<file path="config.mk">
export PLATFORM = sky130hd
export DESIGN_NAME = alu_cmd_sequencer_flat
export DESIGN_NICKNAME = d
export VERILOG_FILES = /design/src/rtl/alu_pkg.sv /design/src/rtl/alu_cmd_sequencer_if.sv /design/src/rtl/alu_cmd_fifo.sv /design/src/rtl/alu_cmd_sequencer.sv /design/src/flat_wrapper.sv
export SDC_FILE = /design/constraint.sdc
export NUM_CORES = 1
export LEC_CHECK = 0
export ABC_CLOCK_PERIOD_IN_PS = 2800
export CAP_MARGIN = 20
export CORE_MARGIN = 2
export CORE_UTILIZATION = 49
export CTS_CLUSTER_DIAMETER = 150
export DETAILED_ROUTE_END_ITERATION = 8
export PLACE_DENSITY = 0.73
export SYNTH_ARGS = -nofsm -noshare
export SYNTH_HDL_FRONTEND = slang
export SYNTH_SLANG_ARGS = --single-unit
</file>
<file path="constraint.sdc">
create_clock -name clk -period 2.8 [get_ports clk]
set_input_delay 0.56 -clock clk [delete_from_list [all_inputs] [get_ports clk]]
set_output_delay 0.56 -clock clk [all_outputs]
set_load 0.005 [all_outputs]
</file>
<file path="src/rtl/alu_pkg.sv">
// alu_pkg: opcodes shared with the 4-bit ALU and benches, plus the sequencer state encoding.
package alu_pkg;
    localparam logic [3:0] OP_ADD  = 4'b0000;
    localparam logic [3:0] OP_SUB  = 4'b0001;
    localparam logic [3:0] OP_MUL  = 4'b0010;
    localparam logic [3:0] OP_DIV  = 4'b0011;
    localparam logic [3:0] OP_MOD  = 4'b0100;
    localparam logic [3:0] OP_SHL  = 4'b0101;
    localparam logic [3:0] OP_SHR  = 4'b0110;
    localparam logic [3:0] OP_ROL  = 4'b0111;
    localparam logic [3:0] OP_ROR  = 4'b1000;
    localparam logic [3:0] OP_AND  = 4'b1001;
    localparam logic [3:0] OP_OR   = 4'b1010;
    localparam logic [3:0] OP_XOR  = 4'b1011;
    localparam logic [3:0] OP_NOR  = 4'b1100;
    localparam logic [3:0] OP_XNOR = 4'b1101;
    localparam logic [3:0] OP_GT   = 4'b1110;
    localparam logic [3:0] OP_NAND = 4'b1111;

    typedef enum logic [1:0] {ST_IDLE, ST_EXEC, ST_RESP} state_t;

    function automatic logic is_div(input logic [3:0] op);
        return op == OP_DIV || op == OP_MOD;
    endfunction
endpackage

</file>
<file path="src/rtl/alu_cmd_sequencer_if.sv">
// alu_cmd_sequencer_if: command handshake, result handshake and ALU hookup of the sequencer.
interface alu_cmd_sequencer_if #(parameter int WIDTH = 4);
    logic             cmd_valid;
    logic             cmd_ready;
    logic [3:0]       cmd_op;
    logic [WIDTH-1:0] cmd_b;
    logic             cmd_load;
    logic [WIDTH-1:0] alu_a;
    logic [WIDTH-1:0] alu_b;
    logic [3:0]       alu_s;
    logic [WIDTH-1:0] alu_y;
    logic             res_valid;
    logic             res_ready;
    logic [WIDTH-1:0] res_data;
    logic             res_err;

    modport slave (
        input  cmd_valid, cmd_op, cmd_b, cmd_load, alu_y, res_ready,
        output cmd_ready, alu_a, alu_b, alu_s, res_valid, res_data, res_err
    );

    modport master (
        output cmd_valid, cmd_op, cmd_b, cmd_load, alu_y, res_ready,
        input  cmd_ready, alu_a, alu_b, alu_s, res_valid, res_data, res_err
    );
endinterface

</file>
<file path="src/rtl/alu_cmd_fifo.sv">
// alu_cmd_fifo: synchronous FIFO with full/empty flags and occupancy count.
module alu_cmd_fifo #(
    parameter  int W     = 9,
    parameter  int DEPTH = 4,
    localparam int AW    = $clog2(DEPTH),
    localparam int CW    = AW + 1
) (
    input  logic          clk,
    input  logic          rst_n,
    input  logic          i_push,
    input  logic [W-1:0]  i_data,
    input  logic          i_pop,
    output logic [W-1:0]  o_data,
    output logic          o_full,
    output logic          o_empty,
    output logic [CW-1:0] o_count
);
    logic [W-1:0]  r_mem [DEPTH];
    logic [AW-1:0] r_wr;
    logic [AW-1:0] r_rd;
    logic [CW-1:0] r_count;
    logic          w_wr;
    logic          w_rd;

    assign w_wr    = i_push && !o_full;
    assign w_rd    = i_pop && !o_empty;
    assign o_full  = r_count == CW'(DEPTH);
    assign o_empty = r_count == '0;
    assign o_count = r_count;
    assign o_data  = r_mem[r_rd];

    always_ff @(posedge clk)
        if (w_wr) r_mem[r_wr] <= i_data;

    // DEPTH is a power of two, so pointers wrap by plain overflow
    always_ff @(posedge clk or negedge rst_n)
        if (!rst_n) begin
            r_wr    <= '0;
            r_rd    <= '0;
            r_count <= '0;
        end else begin
            r_wr    <= w_wr ? r_wr + 1'b1 : r_wr;
            r_rd    <= w_rd ? r_rd + 1'b1 : r_rd;
            r_count <= r_count + CW'(w_wr) - CW'(w_rd);
        end
endmodule

</file>
<file path="src/rtl/alu_cmd_sequencer.sv">
// alu_cmd_sequencer: buffers {load, op, b} commands, issues them against the accumulator
// to an external ALU and returns each accumulator result over a valid/ready handshake.
module alu_cmd_sequencer import alu_pkg::*; #(
    parameter int WIDTH = 4,
    parameter int DEPTH = 4
) (
    input logic                clk,
    input logic                rst_n,
    alu_cmd_sequencer_if.slave bus
);
    localparam int EW = WIDTH + 5;
    localparam int CW = $clog2(DEPTH) + 1;

    state_t           r_state;
    state_t           w_next;
    logic [WIDTH-1:0] r_acc;
    logic [WIDTH-1:0] r_a;
    logic [WIDTH-1:0] r_b;
    logic [3:0]       r_s;
    logic [WIDTH-1:0] r_data;
    logic             r_err;
    logic             w_full;
    logic             w_empty;
    logic             w_pop;
    logic [EW-1:0]    w_entry;
    logic [CW-1:0]    w_unused_count;
    logic             w_load;
    logic [3:0]       w_op;
    logic [WIDTH-1:0] w_b;
    logic             w_div0;

    assign w_pop          = r_state == ST_IDLE && !w_empty;
    assign {w_load, w_op, w_b} = w_entry;
    assign w_div0         = is_div(w_op) && w_b == '0;
    assign bus.cmd_ready  = !w_full;
    assign bus.alu_a      = r_a;
    assign bus.alu_b      = r_b;
    assign bus.alu_s      = r_s;
    assign bus.res_valid  = r_state == ST_RESP;
    assign bus.res_data   = r_data;
    assign bus.res_err    = r_err;

    alu_cmd_fifo #(.W(EW), .DEPTH(DEPTH)) u_fifo (
        .clk     (clk),
        .rst_n   (rst_n),
        .i_push  (bus.cmd_valid),
        .i_data  ({bus.cmd_load, bus.cmd_op, bus.cmd_b}),
        .i_pop   (w_pop),
        .o_data  (w_entry),
        .o_full  (w_full),
        .o_empty (w_empty),
        .o_count (w_unused_count)
    );

    always_ff @(posedge clk or negedge rst_n)
        if (!rst_n) r_state <= ST_IDLE;
        else        r_state <= w_next;

    always_comb begin
        w_next = r_state;
        case (r_state)
            ST_IDLE: if (w_pop) w_next = (w_load || w_div0) ? ST_RESP : ST_EXEC;
            ST_EXEC: w_next = ST_RESP;
            ST_RESP: if (bus.res_ready) w_next = ST_IDLE;
            default: w_next = ST_IDLE;
        endcase
    end

    // loads and zero-divisor commands answer straight from IDLE without touching the ALU
    always_ff @(posedge clk or negedge rst_n)
        if (!rst_n) begin
            r_acc  <= '0;
            r_a    <= '0;
            r_b    <= '0;
            r_s    <= '0;
            r_data <= '0;
            r_err  <= 1'b0;
        end else if (w_pop) begin
            if (w_load) begin
                r_acc  <= w_b;
                r_data <= w_b;
                r_err  <= 1'b0;
            end else if (w_div0) begin
                r_data <= r_acc;
                r_err  <= 1'b1;
            end else begin
                r_a <= r_acc;
                r_b <= w_b;
                r_s <= w_op;
            end
        end else if (r_state == ST_EXEC) begin
            r_acc  <= bus.alu_y;
            r_data <= bus.alu_y;
            r_err  <= 1'b0;
        end
endmodule

</file>
<file path="src/flat_wrapper.sv">
// flat-port wrapper written by rule: the top's interface ports become plain ports
module alu_cmd_sequencer_flat import alu_pkg::*;
#(
    parameter int WIDTH = 4,
    parameter int DEPTH = 4
)
  (clk, rst_n, bus_cmd_valid, bus_cmd_op, bus_cmd_b, bus_cmd_load, bus_alu_y, bus_res_ready, bus_cmd_ready, bus_alu_a, bus_alu_b, bus_alu_s, bus_res_valid, bus_res_data, bus_res_err);
  alu_cmd_sequencer_if #(.WIDTH(WIDTH)) bus_i ();
  input logic clk;
  input logic rst_n;
  input wire logic [$bits(bus_i.cmd_valid)-1:0] bus_cmd_valid;
  input wire logic [$bits(bus_i.cmd_op)-1:0] bus_cmd_op;
  input wire logic [$bits(bus_i.cmd_b)-1:0] bus_cmd_b;
  input wire logic [$bits(bus_i.cmd_load)-1:0] bus_cmd_load;
  input wire logic [$bits(bus_i.alu_y)-1:0] bus_alu_y;
  input wire logic [$bits(bus_i.res_ready)-1:0] bus_res_ready;
  output wire logic [$bits(bus_i.cmd_ready)-1:0] bus_cmd_ready;
  output wire logic [$bits(bus_i.alu_a)-1:0] bus_alu_a;
  output wire logic [$bits(bus_i.alu_b)-1:0] bus_alu_b;
  output wire logic [$bits(bus_i.alu_s)-1:0] bus_alu_s;
  output wire logic [$bits(bus_i.res_valid)-1:0] bus_res_valid;
  output wire logic [$bits(bus_i.res_data)-1:0] bus_res_data;
  output wire logic [$bits(bus_i.res_err)-1:0] bus_res_err;
  assign bus_i.cmd_valid = bus_cmd_valid;
  assign bus_i.cmd_op = bus_cmd_op;
  assign bus_i.cmd_b = bus_cmd_b;
  assign bus_i.cmd_load = bus_cmd_load;
  assign bus_i.alu_y = bus_alu_y;
  assign bus_i.res_ready = bus_res_ready;
  assign bus_cmd_ready = bus_i.cmd_ready;
  assign bus_alu_a = bus_i.alu_a;
  assign bus_alu_b = bus_i.alu_b;
  assign bus_alu_s = bus_i.alu_s;
  assign bus_res_valid = bus_i.res_valid;
  assign bus_res_data = bus_i.res_data;
  assign bus_res_err = bus_i.res_err;
  alu_cmd_sequencer #(.WIDTH(WIDTH), .DEPTH(DEPTH)) u_core (.clk(clk), .rst_n(rst_n), .bus(bus_i));
endmodule
</file>
==> results of run 1 <==
## cell families after synthesis
family                     share of synthesized area
muxes                                          0.150
AOI/OAI and AO/OA                             0.0530
adders and majority gates                     0.0347
xor gates and xnor gates                      0.0160
buffers and inverters                         0.0301
DFF                                            0.668
and+or+nand+nor                               0.0475
## per-stage QoR
stage	total power (uW)	area, sq um	std cells	hold WS [ps]
final	3890	3400	292	492
after global routing	4170	3400	292	520
after CTS	3930	3400	292	500
after detailed placement	3130	3200	276	483
after global placement	3050	3200	276	476
after floorplan	2520	2740	169	264
## power breakdown
group	internal (uW)	total, uW	switching, uW
clock network	416	798	382
logic	834	1540	707
registers	1370	1560	186
total	2620	3890	1270
## worst min path at each step
stage / from / end / slack [ps]
2_1_floorplan: rst_n / u_core.bus.alu_a[0]$_DFFE_PN0P_ / 260
3_3_place_gp: u_core.bus.alu_b[2]$_DFFE_PN0P_ / u_core.bus.alu_b[2]$_DFFE_PN0P_ / 480
3_5_place_dp: u_core.bus.alu_b[1]$_DFFE_PN0P_ / u_core.bus.alu_b[1]$_DFFE_PN0P_ / 480
4_1_cts: u_core.bus.alu_b[1]$_DFFE_PN0P_ / u_core.bus.alu_b[1]$_DFFE_PN0P_ / 500
5_1_grt: u_core.bus.alu_a[3]$_DFFE_PN0P_ / u_core.bus.alu_a[3]$_DFFE_PN0P_ / 520
6_report: u_core.bus.alu_b[1]$_DFFE_PN0P_ / u_core.bus.alu_b[1]$_DFFE_PN0P_ / 490
## cell usage in the layout, fill, tap and decap left out
cell / n
and3_1: 4
or3_1: 2
a21boi_1: 1
nor3_1: 1
mux2i_1: 4
inv_2: 1
nand3b_1: 1
clkinv_4: 4
nor2_1: 3
a21oi_1: 1
mux2_1: 11
fa_1: 1
xnor2_1: 4
a2111oi_4: 1
a21boi_0: 5
buf_4: 5
edfxtp_1: 36
clkinvlp_4: 2
a22o_1: 1
bufinv_16: 1
dfrtp_1: 30
or3b_1: 1
nand2_1: 12
and2_1: 1
clkbuf_8: 9
ha_1: 6
mux4_2: 9
mux2_2: 4
o311ai_0: 1
or2b_4: 1
o21ai_0: 10
inv_1: 10
buf_12: 1
xor2_1: 1
clkdlybuf4s50_1: 35
## flip-flops by register name, summed over array words and instances (netlist names)
name and count:
u_core.bus.res_data 4, u_core.bus.alu_s 4, u_core.bus.alu_a 4, u_core.r_state 2, u_core.bus.alu_b 4, u_core.u_fifo.r_wr 2, u_core.bus.res_err 1, u_core.u_fifo.r_rd 2
u_core.r_acc 4, u_core.u_fifo.r_mem 36, u_core.u_fifo.o_count 3
## what timing repair did
| item | CTS | global route |
|---|---|---|
| endpoints found under the setup margin | 0 | 11 |
| resized for setup | 0 | 1 |
| hold endpoints to repair | 0 | 0 |
## layer usage
| layer | wire [um] | share of wire | vias to the layer above | GRT usage |
|---|---|---|---|---|
| li1 | - | - | 714 | - |
| met1 | 2060 | 0.43 | 762 | 0.228 |
| met2 | 2420 | 0.50 | 49 | 0.290 |
| met3 | 276 | 0.057 | 10 | 0.0545 |
| met4 | 85 | 0.018 | 0 | 0.0737 |
| met5 | 0 | 0 | - | 0 |
## final cells by class
class | instances | area, sq um | share of cell area
Timing Repair Buffer | 41 | 408 | 0.120
Sequential cell | 66 | 1830 | 0.538
Clock inverter | 7 | 80.1 | 0.0235
Multi-Input combinational cell | 86 | 828 | 0.243
Inverter | 11 | 41.3 | 0.0121
Clock buffer | 9 | 124 | 0.0364
Tap cell | 72 | 90.1 | 0.0265
==> reports/qor.txt, run 1 <==
=====================================================================================
Critical Path Stages                                                                7
Count of distinct cell types in the synthesized netlist                            31
Pin count of the biggest net entering global routing                               31
Static leakage power                                                       0.00133 uW
Cell accounting for the most synthesized area                                edfxtp_1
Number of buffers inserted by post-CTS setup repair                                 0
Effective utilization at floorplan                                              0.504
CTS Sinks                                                                          66
Number of instances in the synthesized netlist                                    169
Power per unit of standard cell area                                     1140 nW/um^2
Cell area after synthesis                                                  2740 sq um
Nature of the critical path startpoint                                       register
GRT Resource Usage Total                                                        0.180
Post-synthesis register bit count                                                  66
Fill cell count                                                                   404
RSZ-0062 raised after global routing                                               no
Count of buffering cells on the critical path with inverters included               2
Count of flip-flops with a built-in enable after synthesis                         36
Length in cells of the worst reg-to-reg path                                        7
Die Outline Area                                                           6210 sq um
Setup crit start                                                         u_core.u_fifo.r_rd[0]$_DFFE_PN0P_
Capturing element type of the critical path                                  register
Worst-Skew Late Latency                                                        340 ps
Worst min path class                                                     register to register
Pin slew with the least headroom to its limit                                  492 ps
Post-synth top flop                                                          edfxtp_1
Initial antenna violation count                                                     0
Reg2reg setup slack                                                            150 ps
Worst Setup Path Type                                                    register to register
Area of the core                                                           5440 sq um
Total congestion overflow                                                           0
Setup slack after placement                                                   62.1 ps
Synth async-reset ratio                                                         0.455
Row cnt                                                                            27
Top cell types by occurrence after synthesis                             edfxtp_1, dfrtp_1, nand2_1
DR DRC count                                                                        0
Relative slew margins                                                           0.671
Final routed wirelength across all metal layers                               4850 um
TritonCTS buffer count                                                              9
Area Overhead vs Synth                                                          24.2%
Largest delay contributor family on the critical path                    multiplexers
Top-Level Pins                                                                     36
Deepest clock path buffer count                                                     2
Source of the worst register-to-register timing path                     u_core.u_fifo.r_rd[0]$_DFFE_PN0P_
Number of antenna cells inserted                                                    0
Setup WS post-layout                                                           146 ps
Critical path's largest stage delay                                            550 ps
Arrival time worst endpoint                                                   2880 ps
Main area contributors after synthesis                                   edfxtp_1, dfrtp_1, mux4_2
Number of buffers inserted by hold repair at cts                                    0
Net count of the finished layout                                                  239
Clock tree from TritonCTS                                                        done
Status                                                                      completed
Via count of the first global-routing pass                                       1605
Clock root cell                                                              clkbuf_8
Worst clock skew                                                              6.22 ps
Critical path, cell by cell                                              buf_12, mux4_2, or3_1, a2111oi_4, buf_4, a21boi_1, mux2_2
Cell with the biggest individual delay on the critical path                    mux4_2
End point of the critical path                                           u_core.bus.res_data[2]$_DFFE_PN0P_
Total Neg Setup Slack                                                            0 ps
Final setup fails                                                                   0
Number of nets in the synthesized netlist                                         193
Detailed-route via count                                                         1535
DR pass1 iterations                                                                 6
Horizontal die dimension                                                      78.8 um
Yosys warning count                                                                 0
Most frequent cell after synthesis                                           edfxtp_1
Hold Crit Depth                                                                     1
Sequential share of the synthesized area                                        0.668
Endpoint required time on the critical path                                   3030 ps
Share of layout cells above drive strength 1                                    0.173
Post-detailed-route wirelength per cell                                       16.6 um
Final Hold Viols                                                                    0
Final slew viol count                                                               0
Count of routing violations after the opening detailed-route iteration            118
Worst voltage drop across the vdd grid                                     0.000503 V
Highest attainable clock frequency                                          0.377 GHz
Clock-pin slew on the worst setup and hold paths                                80 ps
H-Tree Depth                                                                        3
Final Util                                                                      0.626
Y dimension of the die                                                        78.8 um
Post-DP HPWL                                                                  3440 um
Wire length of the first global-routing pass                                  8110 um
Area share of the leading cell type in the synthesized netlist                  0.395
Period utilization                                                              0.948
Crit Path Max Fanout                                                               11
Final Critical Period                                                         2650 ps
Max-cap violations                                                                  0
Weighted congestion at the end of routability-driven global placement           0.773
Number of buffers inserted by port buffering                                       35
Antenna viol nets, final                                                            0
Routed vias/inst                                                                 5.26
Syn Area/Cell                                                              16.2 sq um
Reg-to-reg critical path endpoint                                        u_core.bus.res_data[2]$_DFFE_PN0P_
=====================================================================================
Note: power is estimated with default switching activity, not from simulation.
==> run 2: changes to the inputs <==
--- a/config.mk
+++ b/config.mk
@@ -12,6 +12,7 @@
 export CTS_CLUSTER_DIAMETER = 150
 export DETAILED_ROUTE_END_ITERATION = 8
 export PLACE_DENSITY = 0.73
+export REMOVE_ABC_BUFFERS = 1
 export SYNTH_ARGS = -nofsm -noshare
 export SYNTH_HDL_FRONTEND = slang
 export SYNTH_SLANG_ARGS = --single-unit
==> run 2 against run 1 <==
Largest power group is now combinational logic. Largest cell class unchanged. Core utilization rose by 0.87 points. Clock power increased by 24%. Final cell count stayed put. Clock skew increased by 0.63 ps. Count of clock-buffer cells in the layout up 1. Cell area increased by 1.4%. Critical path depth shrank 1. Die area stayed put. Worst hold slack gained 2.2 ps.
==> reports/qor.txt, run 2 (synthesis gave the netlist of run 1 again) <==
=====================================================================================
Status                                                                      completed
CTS Sinks                                                                          66   unchanged
Max-cap violations                                                                  0   unchanged
Die Outline Area                                                           6210 sq um   unchanged
Power per unit of standard cell area                                     1190 nW/um^2   +4.3%
Most flops, register                                                     u_core.u_fifo.r_mem
Final routed wirelength across all metal layers                               5120 um   +5.7%
Worst-Skew Late Latency                                                        340 ps   about the same
H-Tree Depth                                                                        3   unchanged
Number of antenna cells inserted                                                    0   unchanged
DR pass1 iterations                                                                 4   -2
Setup WS post-layout                                                           176 ps   +29.9 ps
Final Hold Viols                                                                    0   unchanged
Crit Path Max Fanout                                                               13   +2
DR DRC count                                                                        0   unchanged
Nature of the critical path startpoint                                       register
Post-route standard cell area excluding fillers                            3450 sq um   +1.4%
Effective utilization at floorplan                                              0.504   unchanged
Static leakage power                                                       0.00135 uW   +1.7%
Count of buffering cells on the critical path with inverters included               1   -1
Post-DP HPWL                                                                  3560 um   +3.5%
Via count of the first global-routing pass                                       1641   +2.2%
Top-Level Pins                                                                     36   unchanged
Most common cell after layout, fill and taps aside                           edfxtp_1
Cell with the biggest individual delay on the critical path                    mux4_2
Endpoint required time on the critical path                                   3020 ps   about the same
Fill cell count                                                                   381   -5.7%
Routed vias/inst                                                                 5.24   -0.39%
Clock root cell                                                              clkbuf_8
Worst Setup Path Type                                                    register to register
Antenna viol nets, final                                                            0   unchanged
Area Overhead vs Synth                                                          25.9%
Worst min path class                                                     register to register
Number of resized instances in the post-cts repair step                             0   unchanged
Highest attainable clock frequency                                          0.381 GHz   +1.1%
Number of buffers inserted by post-CTS setup repair                                 0   unchanged
Capturing element type of the critical path                                  register
Hold Crit Depth                                                                     1   unchanged
Y dimension of the die                                                        78.8 um   unchanged
Period utilization                                                              0.937   -0.0107
Worst clock skew                                                              6.85 ps   +0.628 ps
Cell area after placement                                                  3200 sq um   unchanged
Wire length of the first global-routing pass                                  8410 um   +3.7%
Detailed-route via count                                                         1529   -0.39%
Share of layout cells above drive strength 1                                    0.173   unchanged
Count of routing violations after the opening detailed-route iteration            140   +19%
GRT Resource Usage Total                                                        0.190   +0.0105
RSZ-0062 raised after global routing                                               no
Critical path's largest stage delay                                            550 ps   about the same
Row cnt                                                                            27   unchanged
Final Critical Period                                                         2620 ps   -29.9 ps
Clock-pin slew on the worst setup and hold paths                                70 ps   about the same
Initial antenna violation count                                                     0   unchanged
Top library cells by usage in the layout, fill and taps aside            edfxtp_1, clkdlybuf4s50_1, dfrtp_1
Clock tree from TritonCTS                                                        done
Area of the multi-input gates                                               828 sq um   unchanged
Post-detailed-route wirelength per cell                                       17.5 um   +5.7%
Relative slew margins                                                           0.668   -0.00311
Arrival time worst endpoint                                                   2850 ps   -30 ps
Final slew viol count                                                               0   unchanged
Total congestion overflow                                                           0   unchanged
Critical Path Stages                                                                6   -1
Weighted congestion at the end of routability-driven global placement           0.803   +3.8%
Max FFs per register                                                               36   unchanged
Number of buffers inserted by port buffering                                       35   unchanged
Total Neg Setup Slack                                                            0 ps   unchanged
Worst voltage drop across the vdd grid                                     0.000551 V   +9.6%
Flip-flop and latch area                                                   1830 sq um   unchanged
Area of the core                                                           5440 sq um   unchanged
Horizontal die dimension                                                      78.8 um   unchanged
Net count of the finished layout                                                  239   unchanged
TritonCTS buffer count                                                              9   unchanged
Critical path, cell by cell                                              buf_12, mux4_2, or3_1, a2111oi_4, or2b_4, mux2_1
Pin count of the biggest net entering global routing                               31   unchanged
Deepest clock path buffer count                                                     2   unchanged
Setup slack after placement                                                    109 ps   +47.2 ps
Final setup fails                                                                   0   unchanged
Number of buffers inserted by hold repair at cts                                    0   unchanged
Pin slew with the least headroom to its limit                                  498 ps   +5.71 ps
Length in cells of the worst reg-to-reg path                                        6   -1
Largest delay contributor family on the critical path                    multiplexers
=====================================================================================
==> run 2: cell types whose count changed in the layout (fill, tap and decap cells not counted) <==
cell	before	now
bufinv_16	1	3
clkbuf_8	9	10
clkinv_4	4	1
==> run 2: worst paths after layout <==
| kind | start | end | slack, ps |
|---|---|---|---|
| worst max-delay path | u_core.u_fifo.r_rd[0]$_DFFE_PN0P_ | u_core.bus.alu_a[0]$_DFFE_PN0P_ | 180 |
| worst min-delay path | u_core.bus.alu_b[1]$_DFFE_PN0P_ | u_core.bus.alu_b[1]$_DFFE_PN0P_ | 490 |
| worst max register to register | u_core.u_fifo.r_rd[0]$_DFFE_PN0P_ | u_core.bus.alu_a[0]$_DFFE_PN0P_ | 180 |
| worst min register to register | u_core.bus.alu_b[1]$_DFFE_PN0P_ | u_core.bus.alu_b[1]$_DFFE_PN0P_ | 490 |
| max in group asynchronous | rst_n | u_core.u_fifo.r_rd[1]$_DFFE_PN0P_ | 1920 |
| min in group asynchronous | rst_n | u_core.u_fifo.o_count[2]$_DFF_PN0_ | 600 |
==> run 2: through the flow <==
stage          std cells  hold slack [ps]  power (uW)   util
2_1_floorplan        163              264        2460      -
3_3_place_gp         276              475        3050  0.588
3_5_place_dp         276              484        3150  0.588
4_1_cts              292              501        4140  0.634
5_1_grt              292              515        4370  0.634
6_report             292              494        4120  0.634
==> run 2: report_power, final <==
| part | leakage [uW] | total [uW] | switching [uW] | internal, uW |
|---|---|---|---|---|
| Sequential | 0.000692 | 1560 | 186 | 1370 |
| Combinational | 0.000539 | 1570 | 735 | 833 |
| Clock | 0.000119 | 993 | 376 | 617 |
==> run 2: cell type report <==
class,instances,area share
repair buffers,41,0.118
well taps,72,0.0261
flip-flops and latches,66,0.531
multi-input cells,86,0.240
clock buffers,10,0.0399
clock inverters,6,0.0330
inverters,11,0.0120
==> run 2: layer usage <==
| metal | wire, um | track usage | up-vias |
|---|---|---|---|
| li1 | - | - | 712 |
| met1 | 2010 | 0.218 | 768 |
| met2 | 2750 | 0.322 | 41 |
| met3 | 250 | 0.0534 | 8 |
| met4 | 114 | 0.104 | 0 |
| met5 | 0 | 0 | - |
